[config.mk]
export PLATFORM = sky130hd
export DESIGN_NAME = queue_param
export DESIGN_NICKNAME = d
export VERILOG_FILES = /design/src/rtl/queue_param.sv
export SDC_FILE = /design/constraint.sdc
export NUM_CORES = 1
export LEC_CHECK = 0
export ABC_AREA = 0
export CAP_MARGIN = 20
export CORE_MARGIN = 8
export CORE_UTILIZATION = 52
export DETAILED_ROUTE_END_ITERATION = 10
export DONT_BUFFER_PORTS = 1
export HOLD_SLACK_MARGIN = 0.08
export PLACE_DENSITY = 0.67
export SYNTH_ARGS = -nofsm -noshare
export SYNTH_HDL_FRONTEND = slang
export SYNTH_SLANG_ARGS = --single-unit
[constraint.sdc]
create_clock -name clock -period 15.7 [get_ports clock]
set_input_delay 3.14 -clock clock [delete_from_list [all_inputs] [get_ports clock]]
set_output_delay 3.14 -clock clock [all_outputs]
set_load 0.01 [all_outputs]
[src/rtl/queue_param.sv]
// queue_param: parametrised ready/valid FIFO built from a DEPTH x WIDTH register
// array with wrap-around pointers and a maybe_full flag. Optional FLOW
// (empty queue passes data straight through) and PIPE (full queue accepts when
// the head is taken in the same cycle). A synchronous flush clears the state.
// Define QUEUE_PARAM_ASSERT_EN to compile in the protocol/sanity checker.

`ifdef QUEUE_PARAM_ASSERT_EN
module queue_param_checker #(
  parameter int WIDTH = 109,
  parameter int DEPTH = 12,
  parameter int FLOW  = 0,
  parameter int CW    = 4
) (
  input logic             clock,
  input logic             reset_n,
  input logic             flush,
  input logic             enq_valid,
  input logic             enq_ready,
  input logic             deq_valid,
  input logic             deq_ready,
  input logic [WIDTH-1:0] deq_bits,
  input logic [CW-1:0]    count,
  input logic             full_s,
  input logic             empty_s,
  input logic             deq_fire_s,
  input logic             do_enq_s,
  input logic             do_deq_s
);
  localparam logic [CW:0] DEPTH_W = (CW+1)'(DEPTH);

  a_count_range: assert property (@(posedge clock) disable iff (!reset_n)
    {1'b0, count} <= DEPTH_W)
    else $error("%m: count exceeds DEPTH");

  a_no_overflow: assert property (@(posedge clock) disable iff (!reset_n)
    !(do_enq_s && full_s && !deq_fire_s))
    else $error("%m: enqueue into full queue");

  a_no_underflow: assert property (@(posedge clock) disable iff (!reset_n)
    !(do_deq_s && empty_s))
    else $error("%m: dequeue from empty queue");

  a_enq_hold: assert property (@(posedge clock) disable iff (!reset_n)
    (enq_valid && !enq_ready && !flush) |=> enq_valid)
    else $error("%m: enq_valid dropped before handshake");

  a_deq_stable: assert property (@(posedge clock) disable iff (!reset_n)
    ((FLOW == 0) && deq_valid && !deq_ready && !flush) |=> $stable(deq_bits))
    else $error("%m: deq_bits changed while stalled");
endmodule
`endif

module queue_param #(
  parameter int WIDTH = 109,
  parameter int DEPTH = 12,
  parameter int FLOW  = 0,
  parameter int PIPE  = 0,
  localparam int CW   = $clog2(DEPTH + 1)
) (
  input  logic             clock,
  input  logic             reset_n,
  input  logic             flush,
  input  logic             enq_valid,
  output logic             enq_ready,
  input  logic [WIDTH-1:0] enq_bits,
  output logic             deq_valid,
  input  logic             deq_ready,
  output logic [WIDTH-1:0] deq_bits,
  output logic [CW-1:0]    count
);
  // Pointer width; DEPTH=1 still needs one (constant-zero) bit.
  localparam int          PW       = (DEPTH > 1) ? $clog2(DEPTH) : 1;
  localparam logic [PW-1:0] LAST_PTR = PW'(DEPTH - 1);
  localparam logic [CW:0]   DEPTH_W  = (CW+1)'(DEPTH);
  localparam bit          FLOW_EN  = (FLOW != 0);
  localparam bit          PIPE_EN  = (PIPE != 0);

  logic [WIDTH-1:0] mem_r [0:DEPTH-1];
  logic [PW-1:0]    enq_ptr_r;
  logic [PW-1:0]    deq_ptr_r;
  logic             maybe_full_r;

  logic [PW-1:0]    enq_ptr_nxt_s;
  logic [PW-1:0]    deq_ptr_nxt_s;
  logic             maybe_full_nxt_s;

  logic             ptr_match_s;
  logic             empty_s;
  logic             full_s;
  logic             enq_fire_s;
  logic             deq_fire_s;
  logic             do_enq_s;
  logic             do_deq_s;
  logic [CW:0]      count_wide_s;
  logic             count_msb_unused_s;

  assign ptr_match_s = (enq_ptr_r == deq_ptr_r);
  assign empty_s     = ptr_match_s && !maybe_full_r;
  assign full_s      = ptr_match_s && maybe_full_r;

  // Handshake outputs and head data; FLOW bypasses storage when empty.
  always_comb begin
    enq_ready = !full_s || (PIPE_EN && deq_ready);
    deq_valid = !empty_s || (FLOW_EN && enq_valid);
    if (FLOW_EN && empty_s) begin
      deq_bits = enq_bits;
    end else begin
      deq_bits = mem_r[deq_ptr_r];
    end
  end

  // Fire qualification: a flowed beat neither writes storage nor moves deq_ptr.
  always_comb begin
    enq_fire_s = enq_valid && enq_ready;
    deq_fire_s = deq_valid && deq_ready;
    do_enq_s   = enq_fire_s && !(FLOW_EN && empty_s && deq_ready);
    do_deq_s   = deq_fire_s && !(FLOW_EN && empty_s);
  end

  // Occupancy from pointer distance, widened by one bit to absorb DEPTH+enq.
  always_comb begin
    count_wide_s = '0;
    if (ptr_match_s) begin
      if (maybe_full_r) begin
        count_wide_s = DEPTH_W;
      end else begin
        count_wide_s = '0;
      end
    end else if (enq_ptr_r > deq_ptr_r) begin
      count_wide_s = (CW+1)'(enq_ptr_r) - (CW+1)'(deq_ptr_r);
    end else begin
      count_wide_s = DEPTH_W + (CW+1)'(enq_ptr_r) - (CW+1)'(deq_ptr_r);
    end
  end

  assign count              = count_wide_s[CW-1:0];
  assign count_msb_unused_s = count_wide_s[CW];

  // Next pointer/flag state; flush overrides any transfer this cycle.
  always_comb begin
    enq_ptr_nxt_s    = enq_ptr_r;
    deq_ptr_nxt_s    = deq_ptr_r;
    maybe_full_nxt_s = maybe_full_r;
    if (flush) begin
      enq_ptr_nxt_s    = '0;
      deq_ptr_nxt_s    = '0;
      maybe_full_nxt_s = 1'b0;
    end else begin
      if (do_enq_s) begin
        enq_ptr_nxt_s = (enq_ptr_r == LAST_PTR) ? '0 : enq_ptr_r + PW'(1);
      end else begin
        enq_ptr_nxt_s = enq_ptr_r;
      end
      if (do_deq_s) begin
        deq_ptr_nxt_s = (deq_ptr_r == LAST_PTR) ? '0 : deq_ptr_r + PW'(1);
      end else begin
        deq_ptr_nxt_s = deq_ptr_r;
      end
      if (do_enq_s != do_deq_s) begin
        maybe_full_nxt_s = do_enq_s;
      end else begin
        maybe_full_nxt_s = maybe_full_r;
      end
    end
  end

  // Pointer and full-flag registers with asynchronous reset.
  always_ff @(posedge clock or negedge reset_n) begin
    if (!reset_n) begin
      enq_ptr_r    <= '0;
      deq_ptr_r    <= '0;
      maybe_full_r <= 1'b0;
    end else begin
      enq_ptr_r    <= enq_ptr_nxt_s;
      deq_ptr_r    <= deq_ptr_nxt_s;
      maybe_full_r <= maybe_full_nxt_s;
    end
  end

  // Payload storage; deliberately unreset, stale contents are never exposed as valid.
  always_ff @(posedge clock) begin
    if (do_enq_s && !flush) begin
      mem_r[enq_ptr_r] <= enq_bits;
    end
  end

`ifdef QUEUE_PARAM_ASSERT_EN
  queue_param_checker #(
    .WIDTH (WIDTH),
    .DEPTH (DEPTH),
    .FLOW  (FLOW),
    .CW    (CW)
  ) u_checker (
    .clock      (clock),
    .reset_n    (reset_n),
    .flush      (flush),
    .enq_valid  (enq_valid),
    .enq_ready  (enq_ready),
    .deq_valid  (deq_valid),
    .deq_ready  (deq_ready),
    .deq_bits   (deq_bits),
    .count      (count),
    .full_s     (full_s),
    .empty_s    (empty_s),
    .deq_fire_s (deq_fire_s),
    .do_enq_s   (do_enq_s),
    .do_deq_s   (do_deq_s)
  );
`endif

endmodule

* Yosys cells after proc, flatten, opt, wreduce, memory -nomap -nowiden
Memories as Yosys holds them, arrays and structs flattened. Cells that the tools add are included.
Operators by class: magnitude comparators 1, add/subtract/negate cells 5, mux-type cells 13, reduce and logical (&&, ||, !) cells 12, equality and inequality tests 4
Operators by type and width (count):
- 4-bit two-way mux | 9
- 4-bit by 1-bit adder with 4-bit output (second input constant) | 2
- 4-bit equality test (second input constant) | 2
- 4-bit subtractor | 2
- 2-bit nonzero test | 3
- 1-bit logical AND | 5
- 4-bit adder (first input constant) | 1
- 4-bit equality test | 1
- 4-bit greater-than comparator | 1
- 1-bit logical NOT | 4
- 1-bit two-way mux | 4
- 1-bit inequality test | 1
Word-level totals: bits in registers 9, output and inout bits 115, memory bits (writable) 1308, word-level logic and storage cells 39, memories kept 1, input port bits 114
Memory list:
- mem_r | words 12, width 109, read ports 1, clocked after Yosys merged registers in 0, write ports 1, line 78 | logic [WIDTH-1:0] mem_r [0:DEPTH-1];

* Logic depth before layout (Yosys ltp)
depth after elaboration 7, mapped depth 9, depth with buffers taken out 8

* Worst setup path before layout
OpenSTA, ideal clock, no wires.
path type in2reg, from input port flush, to memory mem_r[3][0] (enable), cell stages on the path 3, path buffers 1, setup slack 9.021 ns, arrival time 6.196 ns, data required time 15.218 ns, setup time 0.482 ns, path through clkbuf_1 > nor2_1 > and3_1
On the way: word-level cells in the longest chain between the ends 4
RTL lines:
- start, declared | line 62 | input logic flush,
- 1-bit logical NOT | line 182 | if (do_enq_s && !flush) begin
- 1-bit logical AND | line 182
- 1-bit two-way mux | line 182
- 1-bit two-way mux (implied by the code) | line 183 | mem_r[enq_ptr_r] <= enq_bits;
- end, declared | line 78
No other way between the ends.

* Worst setup path in the final report
from register deq_ptr_r[1], to output port deq_bits[82]
On the way: word-level cells in the longest chain between the ends 1
RTL lines:
- start, declared | line 80 | logic [PW-1:0] deq_ptr_r;
- start signal, assigned | line 175 | deq_ptr_r <= deq_ptr_nxt_s;
- memory 12 x 109 bit
- end, declared | line 68 | output logic [WIDTH-1:0] deq_bits,
No other way between the ends.

==> results.cfg <==
[worst_setup_path]
critPathSlowestCell = buf_4
critPathCaptureType = output port
cp_num_buf_inv = 2
worstSetupStartpointType = flop
cpMostUsedCell = buf_4
critPathMaxFanout = 57
critical_path_class = reg -> out
max_stage_delay_ns = 0.97
cpLargestDelayFamily = buffers and inverters
required_ns = 12.56
crit_chain = buf_4 -> nor2b_4 -> buf_4 -> a22oi_1 -> o221ai_1 -> o21ai_1
critPathArrivalTime_ns = 4.77

[power]
seq_power_share_pct = 50.9
p_switching_w = 0.001724
p_per_area_nw_per_um2 = 137.6
power_w = 0.007750
p_sw_share_pct = 22.25
power.share.clock_pct = 39.4
p_leak_nw = 17.18
ir_worst_vdd_v = 0.0001034
pwr-share-comb_pct = 9.7
internal-power_w = 0.006026

[cts]
root_buffer = clkbuf_16
cts_max_level = 4
ctsResizeCount = 0
clk_pin_slew_ns = 0.06
hold_buffers = 0
cts_tree = built
cts_buffer_depth = 3
clkLatencyLatePin_ns = 0.72
cts_sinks = 1317
cts-buffers-inserted = 135
postCtsSetupBuffers = 0

[routing]
wl_per_cell_microns = 28.74
wirelength_mm = 113.7
vias = 24530
vias_per_cell = 6.198
drtIter0Drc = 1972
drc = 0
first_pass_iters = 5
ant_nets = 0

[logic_synthesis]
synth.avg_cell_area_sq_um = 20.09
ys_seq_area_share_pct = 77.55
ys.flop_type = edfxtp_1
synth_seq_cells = 1317
synth_edf_count = 1308
synth_cells = 2536
yosys.area.top_type = edfxtp_1
synthesis.nets = 2663
synth_warnings = 0
yosys-top-cells-area = edfxtp_1 77%, mux2_2 4.8%, mux4_2 4.8%
ys_types = 41
yosysTopAreaCellShare_pct = 77.11
synth_area_sq_um = 50940
synthArstFlopShare_pct = 0.6834

[layout]
final_common_cell = edfxtp_1
nets = 2696
nFillCells = 7051
drive_gt1_share_pct = 21.23
area_growth_pct = 10.53
multi_input_area_sq_um = 10520
final_cell_mix = 1308 x edfxtp_1, 222 x mux2i_1, 218 x mux2_2, 139 x clkbuf_16, 112 x nand2_1
diodes = 0
regArea_sq_um = 39510

[grt]
grt_max_degree = 150
grt_overflow = 0
antenna_found_initial = 0
grt_pass1_wl_mm = 167.1
grt_util_all_layers_pct = 20.93
grt_pass1_vias = 25590

[timing]
finClkSkew_ns = 0.02660
fmax_mhz = 126.5
report.final.hold_viol_count = 0
post-route-min-period_ns = 7.907
finalSetupViolCount = 0
tightestPinTransition_ns = 1.164
setup_ws_ns = 7.793
period_share_pct = 50.36
slew_headroom_pct = 22.43
hold_ws_ns = 0.6746
slew_viol_final = 0
grt_setup_unrepaired = false
fin_tns_setup_ns = 0

[placement]
place_ws_ns = 8.543
gp_congestion = 0.7237
hpwl_mm = 57.81
portBuffers = 0

[floorplanning]
top_level_ports = 229
chipHeight_microns = 329.0
core_sq_um = 97700
die_w_microns = 329.0
initial_core_util_pct = 52.14
rows = 115
die_area_sq_um = 108200

[run]
max_cap_viol_count = 0

[worst_hold_path]
hold_class = reg -> reg

[status]
status = complete, no violations
cell type report:
cell class | instances | area share (%)
Sequential cell | 1317 | 70.18
Multi-Input combinational cell | 1061 | 18.69
Clock buffer | 168 | 6.371
Tap cell | 1287 | 2.860
Clock inverter | 71 | 1.156
Timing Repair Buffer | 42 | 0.6623
Inverter | 12 | 0.08000
path summary, 6_finish.rpt:
kind | from | cells after the start | endpoint | slack (ns)
min in group asynchronous | reset_n | 0 | deq_ptr_r[3] | 2.11
setup / recovery | deq_ptr_r[1] | 6 | deq_bits[82] | 7.79
hold / removal | enq_ptr_r[0] | 2 | enq_ptr_r[0] | 0.67
setup reg to reg | deq_ptr_r[3] | 6 | mem_r[7][64] | 11.34
hold reg to reg | enq_ptr_r[0] | 2 | enq_ptr_r[0] | 0.67
max in group asynchronous | reset_n | 0 | deq_ptr_r[0] | 13.51
flip-flops by register name, summed over array words and instances (netlist names):
register / count
deq_ptr_r: 4
enq_ptr_r: 4
mem_r: 1308
maybe_full_r: 1
stage by stage:
step                      area, sq um  util [%]  instances
after CTS                       56250     57.58       3956
final                           56300     57.63       3958
after detailed placement        52020     53.24       3717
after global routing            56300     57.63       3958
after global placement          52020     53.24       3717
after floorplan                 50940         -       2536
routing by layer:
layer / global-route usage (%) / up-vias / wire [microns]
li1: - / 10500 / -
met1: 27.19 / 13020 / 45760
met2: 35.06 / 824 / 56560
met3: 5.208 / 186 / 8809
met4: 6.242 / 0 / 2602
met5: 0 / - / 0
tightest hold or removal path, stage by stage, from the launching register on:
cell,delay [ns]
dfrtp_1,0.45
mux2i_1,0.10
nor2_1,0.08
power groups by stage:
stage          logic, W  registers, W  clock network [W]
4_1_cts        0.000761       0.00394            0.00312
2_1_floorplan  0.000632       0.00400                  0
3_5_place_dp   0.000758       0.00402                  0
6_report       0.000750       0.00394            0.00306
3_3_place_gp   0.000749       0.00402                  0
5_1_grt        0.000806       0.00395            0.00324
logic make-up (layout without fill, tap and decap cells):
kind of cell | Yosys count | after routing | synth area share [%]
DFF | 1317 | 1317 | 77.55
adders and majority gates | 13 | 13 | 0.3635
buffers and inverters | 158 | 293 | 1.913
AOI/OAI and AO/OA | 351 | 351 | 4.868
and+or+nand+nor | 144 | 144 | 1.236
xor gates and xnor gates | 4 | 4 | 0.06879
muxes | 549 | 549 | 14.00
Yosys cell counts, types with 15 or more instances:
library cell and n:
nand2_1 112, buf_2 43, mux4_2 109, o221ai_1 109, buf_1 16, buf_6 19
o21ai_1 110, mux2i_1 222, buf_4 15, clkbuf_1 42, edfxtp_1 1308, a22oi_1 110
mux2_2 218
Power figures use the tool's default switching activity.
==> edit (config.mk and constraints unchanged) <==
The parameter `WIDTH` goes from 109 to 113.
--- a/src/rtl/queue_param.sv
+++ b/src/rtl/queue_param.sv
@@ -52,5 +52,5 @@
 
 module queue_param #(
-  parameter int WIDTH = 109,
+  parameter int WIDTH = 113,
   parameter int DEPTH = 12,
   parameter int FLOW  = 0,
Interface: changed (resized deq_bits and enq_bits); port bits go from 229 to 237. No check against the original RTL was run, so the function may have changed too.
==> edit against the unedited design <==
  * Hold slack worse by 15 ps
  * Total power is 3.1% higher
  * Setup slack better by 62 ps
  * Final area is 3.5% higher
  * Sequential cell count is 48 higher
  * Maximum frequency is 0.79% higher
  * Area after synthesis is 3.4% higher
  * Wire length is 4.0% higher
  * Critical endpoint is now deq_bits[93]
==> edit: results (changes against the unedited design) <==
[status]
status = finished, final reports clean

[finish]
fin_nets = 2787  ; +3.4%
drive_gt1_share_pct = 21.1  ; -0.16 points
reg.largest.list = mem_r x1356, deq_ptr_r x4, enq_ptr_r x4
n_fill_cell = 7144  ; +1.3%

[detailed_routing]
routed_via_density = 6.10  ; -1.6%
drt-total-wl_um = 118000  ; +4.0%
drt_iter0_drc = 2654  ; +35%

[logic_synthesis]
ys_seq_area_share_pct = 77.7  ; +0.18 points
synth_cells = 2627  ; +3.6%
netlist_top_cells_area = edfxtp_1 77%, mux2_2 4.8%, mux4_2 4.8%
async_flop_share_pct = 0.659  ; -0.024 points
ys_top_cells_by_count = 1356 x edfxtp_1, 230 x mux2i_1, 226 x mux2_2, 118 x nand2_1
yosysUniqueCellTypes = 38  ; -7.3%

[grt]
grt_pass1_wl_um = 171000  ; +2.6%
grt_pass1_vias = 25900  ; +1.1%
antenna_found_initial = 4  ; +4
grt_use_total_pct = 20.8  ; -0.17 points
grt_max_degree = 154  ; +2.7%

[timing]
slew_violations = 0  ; unchanged
hold-worst-slack_ps = 660  ; -14.8 ps
max_slew_margin_pct = 18.5  ; -4.0 points
clock_skew_ps = 27.6  ; +1.02 ps

[cts]
cts_made_buffers = 138  ; +2.2%
clkLatencyLatePin_ps = 740  ; +20 ps

[pwr]
ir_worst_vdd_mv = 0.0720  ; -30%
p_sw_w = 0.00178  ; +3.4%
p_leak_nw = 17.8  ; +3.4%

[worst_setup_path]
rr_endpoint = mem_r[6][32]$_DFFE_PP_
worstPathArrival_ps = 4710  ; -60 ps
r2r-start = deq_ptr_r[0]$_DFFE_PN0P_
ff2ff_setup_slack_ps = 9880  ; -1460 ps
reg2reg_depth = 8  ; +2

[placement]
dp_hpwl_um = 59200  ; +2.4%
gp_congestion = 0.749  ; +3.4%

edit: cell count changes after synthesis, sizes merged, moves of 6 or more:
cell,change
clkbuf,+6
mux2i,+8
mux2,+8
edfxtp,+48
edit: per-layer routing:
layer	wire (um)	part of all wire, %	track usage (%)
met1	50100	42	28.4
met2	56100	47	33.1
met3	9750	8.2	5.73
met4	2270	1.9	5.48
met5	0	0	0
edit: layout make-up:
cell class              instances  share of cell area (%)
repair buffers                 42                   0.661
flip-flops and latches       1365                    70.3
inverters                      12                  0.0773
clock inverters                67                   0.953
well taps                    1357                    2.91
clock buffers                 179                    6.43
multi-input cells            1097                    18.7
edit: worst max path at each step:
stage,from,endpoint,slack (ps),cells after the start
floorplan,flush,mem_r[3][0]$_DFFE_PP_,8930,3
global placement,deq_ptr_r[0]$_DFFE_PN0P_,deq_bits[34],8630,6
CTS,deq_ptr_r[0]$_DFFE_PN0P_,deq_bits[93],7790,6
detailed placement,deq_ptr_r[0]$_DFFE_PN0P_,deq_bits[34],8580,6
finish,deq_ptr_r[0]$_DFFE_PN0P_,deq_bits[93],7850,6
global route,deq_ptr_r[0]$_DFFE_PN0P_,deq_bits[93],7550,6
edit: through the flow:
stage | area (um^2) | cells | util [%] | setup WS (ps)
after detailed placement | 53900 | 3871 | 53.8 | 8580
final | 58300 | 4119 | 58.1 | 7850
after global routing | 58300 | 4119 | 58.1 | 7550
after floorplan | 52700 | 2627 | - | 8930
after global placement | 53900 | 3871 | 53.8 | 8630
after CTS | 58200 | 4117 | 58.0 | 7790
edit: tightest hold or removal path: cells and delay by family, from the launching register on:
family	cells	cell delay, ps
and+or+nand+nor	1	80
DFF	1	440
muxes	1	100
edit: cell families after synthesis:
group	after synthesis	share of synthesized area [%]
fa+ha+maj	13	0.352
mux	569	14.0
xor+xnor	4	0.0665
compound gates	363	4.87
flops	1365	77.7
buf+inv	165	1.76
simple gates	148	1.19
edit: power groups by stage:
stage                     sequential (W)  combinational (W)  clock (W)
after global placement           0.00416           0.000776          0
final                            0.00408           0.000781    0.00312
after CTS                        0.00409           0.000789    0.00318
after detailed placement         0.00416           0.000788          0
after global routing             0.00409           0.000840    0.00331
after floorplan                  0.00415           0.000643          0
